## config.mk

```make
export PLATFORM = sky130hd
export DESIGN_NAME = reg_bank_wb
export DESIGN_NICKNAME = d
export VERILOG_FILES = /design/src/rtl/reg_bank_wb.sv
export SDC_FILE = /design/constraint.sdc
export NUM_CORES = 2
export LEC_CHECK = 0
export CORE_MARGIN = 2
export CORE_UTILIZATION = 30
export DETAILED_ROUTE_END_ITERATION = 7
export GPL_ROUTABILITY_DRIVEN = 0
export PLACE_DENSITY = 0.46
export SLEW_MARGIN = 20
export SYNTH_ARGS = -nofsm -noshare
export SYNTH_HDL_FRONTEND = slang
export SYNTH_SLANG_ARGS = --single-unit
```

## constraint.sdc

```tcl
create_clock -name clk -period 6.1 [get_ports clk]
set_clock_uncertainty 0.1 [all_clocks]
set_input_delay 1.83 -clock clk [delete_from_list [all_inputs] [get_ports clk]]
set_output_delay 1.83 -clock clk [all_outputs]
set_load 0.02 [all_outputs]
```

## src/rtl/reg_bank_wb.sv

```systemverilog
// ---------------------------------------------------------------------------
// reg_bank_wb
//
// 32 x 32-bit register file for the write-back stage. It has two
// combinational read ports and one synchronous write port.
//   - r0 is hard-wired to zero. Writes to r0 are dropped and not counted.
//   - r29 ($sp) resets to SP_INIT. Every other register resets to zero.
//   - With BYPASS=1, a read that hits the register being written in this
//     cycle returns write_data before the clock edge. This forwarding is
//     suppressed while reset is high.
//   - wr_count is a free-running 16-bit debug count of accepted writes.
//     It wraps silently.
//
// Parameters
//   SP_INIT     reset value of r29
//   BYPASS      1 = same-cycle write-to-read forwarding enabled
//
// Ports
//   clk         system clock, all state updates on the rising edge
//   reset       synchronous, active-high reset
//   reg_write   write enable for the current cycle
//   read_reg1   read port 1 address (rs)
//   read_reg2   read port 2 address (rt)
//   write_reg   destination address (rt, 29, 31 or rd)
//   write_data  write-back value
//   read_data1  value of register read_reg1
//   read_data2  value of register read_reg2
//   wr_count    number of accepted writes (debug)
// ---------------------------------------------------------------------------
module reg_bank_wb #(
    parameter logic [31:0] SP_INIT = 32'd227,
    parameter logic        BYPASS  = 1'b1
) (
    input  logic        clk,
    input  logic        reset,
    input  logic        reg_write,
    input  logic [4:0]  read_reg1,
    input  logic [4:0]  read_reg2,
    input  logic [4:0]  write_reg,
    input  logic [31:0] write_data,
    output logic [31:0] read_data1,
    output logic [31:0] read_data2,
    output logic [15:0] wr_count
);

    localparam logic [4:0] SP_ADDR = 5'd29;

    logic [31:0] regs [32];
    logic        wr_accept;
    logic        fwd1;
    logic        fwd2;

    // reg_write is tested first. This keeps an X/Z on write_reg from
    // propagating into the enable while no write is requested.
    always_comb begin
        wr_accept = 1'b0;
        if (reg_write == 1'b1 && reset == 1'b0) begin
            wr_accept = (write_reg != 5'd0);
        end
    end

    // Storage. r0 has a slot so that indexing stays uniform, but that slot
    // is only ever cleared and is never presented on a read port.
    always_ff @(posedge clk) begin
        if (reset) begin
            for (int unsigned i = 0; i < 32; i++) begin
                if (i == 29) begin
                    regs[i[4:0]] <= SP_INIT;
                end else begin
                    regs[i[4:0]] <= '0;
                end
            end
        end else if (wr_accept) begin
            regs[write_reg] <= write_data;
        end
    end

    always_ff @(posedge clk) begin
        if (reset) begin
            wr_count <= '0;
        end else if (wr_accept) begin
            wr_count <= wr_count + 16'd1;
        end
    end

    // Forwarding hits. wr_accept already excludes reset and r0.
    always_comb begin
        fwd1 = 1'b0;
        fwd2 = 1'b0;
        if (BYPASS == 1'b1 && wr_accept) begin
            fwd1 = (read_reg1 == write_reg);
            fwd2 = (read_reg2 == write_reg);
        end
    end

    always_comb begin
        read_data1 = '0;
        read_data2 = '0;
        if (read_reg1 != 5'd0) begin
            read_data1 = fwd1 ? write_data : regs[read_reg1];
        end
        if (read_reg2 != 5'd0) begin
            read_data2 = fwd2 ? write_data : regs[read_reg2];
        end
    end

    // SP_ADDR documents which slot the reset loop treats specially.
    logic unused_sp;
    assign unused_sp = ^SP_ADDR;

endmodule

```

==> results <==
- The utilization after layout is between 30% and 40%.
- Walking the worst path, the cells encountered are buf_8 > buf_4 > buf_4 > buf_4 > mux4_2 > mux4_2 > a22oi_1 > nand2_1 > buf_4 > buf_12.
- The average cell area after synthesis is ~15 µm².
- The most common cell in the synthesized netlist is sky130_fd_sc_hd__edfxtp_1.
- STA classifies the critical path endpoint as an output port.
- In this run the tool buffered the top-level ports with 129 buffer cells.
- Setup slack on the worst reg-to-reg path comes out at between 4000 and 5000 ps.
- Counting cells, the worst reg-to-reg path comes to 5.
- The number of cells produced by synthesis is between 3,000 and 4,000.
- In this run the count of I/O pins placed on the die edge is 130.
- The final antenna-violating net count is 0.
- Counting flops with an async set or reset pin after synthesis yields a share of 0%.
- For this run, global-route usage on met2 was measured as 40.5%.
- The worst hold path begins at wr_count[8].
- The clock network burns 39.7% of the power.
- The number of design-rule violations left by the first detailed-router iteration is 4,649.
- The final count of pins violating max slew came to 0.
- The launching element type of the critical path is an input port.
- Along the worst path, the maximum fanout reaches 14.
- The kind of critical path is input port to output port.
- The global-route total usage across every layer is 24.6%.
- The busiest layer in global routing is met2.
- After clock tree synthesis, the clock-pin slew on the worst setup and hold paths is about 50 ps.
- The fraction of synthesized cell area taken by the top area cell type is a little under three fifths.
- The core region is 0.185 mm².
- After detailed routing, the number of remaining DRC violations is 0.
- The clock passes through at most 3 buffers.
- The clock insertion delay at the later pin of the skew report is between 700 and 800 ps.
- After the last flow step, the layout net total stands at 4,110.
- The predominant post-synthesis flop cell is sky130_fd_sc_hd__edfxtp_1.
- Sequential cells burn between 40% and 50% of the power.
- Yosys mapped the design onto 47 distinct sky130hd cell types.
- TritonCTS built the clock tree.
- Of the synthesized area, sequential elements account for between 50% and 60%.
- The cell occurring most often along the worst timing path is sky130_fd_sc_hd__buf_4.
- Combinational logic is responsible for between 10 and 15% of the overall power.
- At the worst endpoint, the required time is 4170 ps.
- The worst flop-to-flop path startpoint is wr_count[4].
- For this block, the routed nets add up to 236,000 µm of wire.
- The internal power consumption is 13.6 mW.
- The path with the worst hold slack has its endpoint at wr_count[8].
- The die covers 0.189 mm².
- The largest net degree at the start of global routing is between 40 and 50.
- Global routing used 32.4% of the available met1 tracks.
- The level count of the clock H-tree is 3.
- The fraction of final layout cells sized beyond drive strength 1 is between 30% and 40%.
- Max-cap violations in this run came to 0.
- For this run, the slowest stage of the critical path takes around 480 ps.
- For this run, the number of Yosys warnings is 0.
- Global routing consumed, on the met3 layer, roughly 4.5% of the routing resources.
- The sum of overflow across all layers after global routing is 0.
- The post-route minimum period is about 6100 ps.
- The number of flops mapped to enable cells by yosys is approximately 1,000.
- The final reports fail on negative setup slack.
- The total negative slack is -11.9 ps.
- Setup repair after global routing could not meet its margin everywhere.
- Across all layers, the routed design uses roughly 37,000 vias.
- The leading area contributor after synthesis is sky130_fd_sc_hd__edfxtp_1.
- The maximum vdd ir drop is approximately 0.23 mV.
- The number of clock buffers added by TritonCTS is roughly 120.
- The clock root buffer master is sky130_fd_sc_hd__clkbuf_16.
- The number of sinks handled by clock tree synthesis is roughly 1,000.
- The worst path uses 100% of the clock period.
- The horizontal extent of the die is approximately 440 µm.
- Summing every instance area after synthesis gives around 0.056 mm².
- The critical path's slowest cell is sky130_fd_sc_hd__mux4_2.
- The number of placement rows is 158.
- Counting instances in the post-synthesis netlist gives the leading cell types as 1,024 x sky130_fd_sc_hd__edfxtp_1, 989 x sky130_fd_sc_hd__and2_1, 517 x sky130_fd_sc_hd__mux4_2.
- In the final routed layout, each cell accounts on average for between 30 and 40 µm.
- In this run the power density over the cells is between 200 and 300 mW/mm².
- The first global-routing pass estimated about 320,000 µm of wire.
- The first detailed-routing pass ran for 7 iterations.
- The initial utilization of the core area, before any placement, comes to between 30% and 40%.
- The final hold violation count came to 0.
- The setup-violating endpoint count in the final report is 1.
- In this run the power spent charging and discharging nets is around 5 mW.
- The timing-limited maximum frequency is 0.164 GHz.
- The cell count of the worst hold path is 2.
- The area growth from synthesis to layout is 22.9%.
- Ranked by total cell area, the synthesized netlist is headed by sky130_fd_sc_hd__edfxtp_1 55%, sky130_fd_sc_hd__mux4_2 21%, sky130_fd_sc_hd__and2_1 11%.
- The number of global-route vias before repair came to 37,600.
- For the pin with the worst max-slew slack, the measured transition is 996 ps.
- The critical register-to-register path endpoint is wr_count[15].
- In this run the tightest slew margin relative to its limit is about a third.
- Summed over all cells, the static leakage comes to about 24 nW.
- In this run, synthesis produced a sequential element count of approximately 1,000.
- The HPWL after detailed placement is approximately 150,000 µm.
- Once routing completed, OpenROAD measured the worst setup slack at -11.9 ps.
- The number of antenna violations at the first check in global routing came to 29.
- The class of the tightest hold or removal check is register to register.
- At the worst endpoint, the arrival time is between 4000 and 5000 ps.
- The run finished, with violations left.
- The post-detailed-route via-to-cell ratio is 5.54.
- The die height is between 400 and 500 µm.
- The switching part of the total power is around a quarter.
[flip-flops by register name, summed over array words and instances, names as in the netlist]
register / count
wr_count: 16
regs: 1024
[stage by stage]
step | cells | instance area (µm²) | power [mW] | setup slack [ps] | hold slack (ps)
2_1_floorplan | 3699 | 55900 | 9.93 | 334 | 466
3_3_place_gp | 6380 | 63800 | 11.3 | -628 | 402
3_5_place_dp | 6381 | 63800 | 11.3 | -595 | 419
4_1_cts | 6621 | 68300 | 18.7 | -50.9 | 433
5_1_grt | 6640 | 68500 | 19.1 | -22.5 | 439
6_report | 6654 | 68600 | 18.6 | -11.9 | 426
[power groups by stage]
stage	Combinational (mW)	Sequential (mW)	Clock (mW)
finish	2.77	8.43	7.39
global route	2.86	8.47	7.74
CTS	2.75	8.43	7.49
detailed placement	2.70	8.57	0
global placement	2.71	8.56	0
floorplan	1.41	8.52	0
[logic make-up (layout without fill, tap and decap cells)]
kind of cell	count (synthesis)	count (layout)	synth area share [%]
and+or+nand+nor	1257	1257	13.4
DFF	1040	1040	55.7
adders and majority gates	1	1	0.0224
buffers and inverters	404	865	3.27
other	1	46	0.00672
muxes	657	657	23.4
xor gates and xnor gates	21	21	0.330
AOI/OAI and AO/OA	287	287	3.91
[metal layers]
layer / up-vias / wire [µm]
li1: 15000 / -
met1: 19800 / 95900
met2: 1651 / 114000
met3: 365 / 16600
met4: 4 / 9410
met5: - / 28
[how the worst max path moves through the flow]
stage                      start             end  cells past startpoint
finish              read_reg1[1]  read_data1[18]                     10
global route        read_reg2[0]  read_data2[28]                     10
CTS                 read_reg2[0]  read_data2[20]                      9
detailed placement  write_reg[3]  read_data2[18]                      9
global placement    write_reg[3]  read_data2[18]                      9
floorplan           write_reg[2]     regs[12][0]                      7
[layout by cell type (no fill, tap or decap), types with 31 or more instances in the layout]
cell                              netlist  routed
sky130_fd_sc_hd__nand2_1               98      98
sky130_fd_sc_hd__clkdlybuf4s50_1        0      49
sky130_fd_sc_hd__nor2_4                 0      32
sky130_fd_sc_hd__conb_1                 1      32
sky130_fd_sc_hd__mux4_2               517     517
sky130_fd_sc_hd__buf_12                 0      94
sky130_fd_sc_hd__a211oi_1              67      54
sky130_fd_sc_hd__edfxtp_1            1024    1024
sky130_fd_sc_hd__and2_1               989     989
sky130_fd_sc_hd__buf_4                 26     398
sky130_fd_sc_hd__a221o_1               66      63
sky130_fd_sc_hd__mux2i_1              135     129
sky130_fd_sc_hd__o21ai_4                0      31
sky130_fd_sc_hd__clkbuf_16              0     123
[repair_timing]
action / 4_1_cts / 5_1_grt
hold endpoints to repair: 0 / 0
endpoints found under the setup margin: 64 / 38
hold buffers: 0 / 0
buffers inserted: 10 / 18
pin swaps: 11 / 3
cloned: 6 / 1
resized for setup: 136 / 52
[cell type report]
| cell class | instances | area (µm²) |
|---|---|---|
| Fill cell | 17400 | 116000 |
| Sequential cell | 1040 | 31100 |
| Multi-Input combinational cell | 2255 | 23800 |
| Timing Repair Buffer | 633 | 6590 |
| Clock buffer | 149 | 3150 |
| Tap cell | 2480 | 3100 |
| Clock inverter | 75 | 752 |
| Antenna cell | 14 | 35.0 |
| Inverter | 8 | 33.8 |
[worst max-delay path, delay by kind of cell]
kind	cells	cell delay, ps
compound gates	1	180
buf+inv	6	1270
simple gates	1	90
mux	2	800
(Power assumes the default switching activity.)
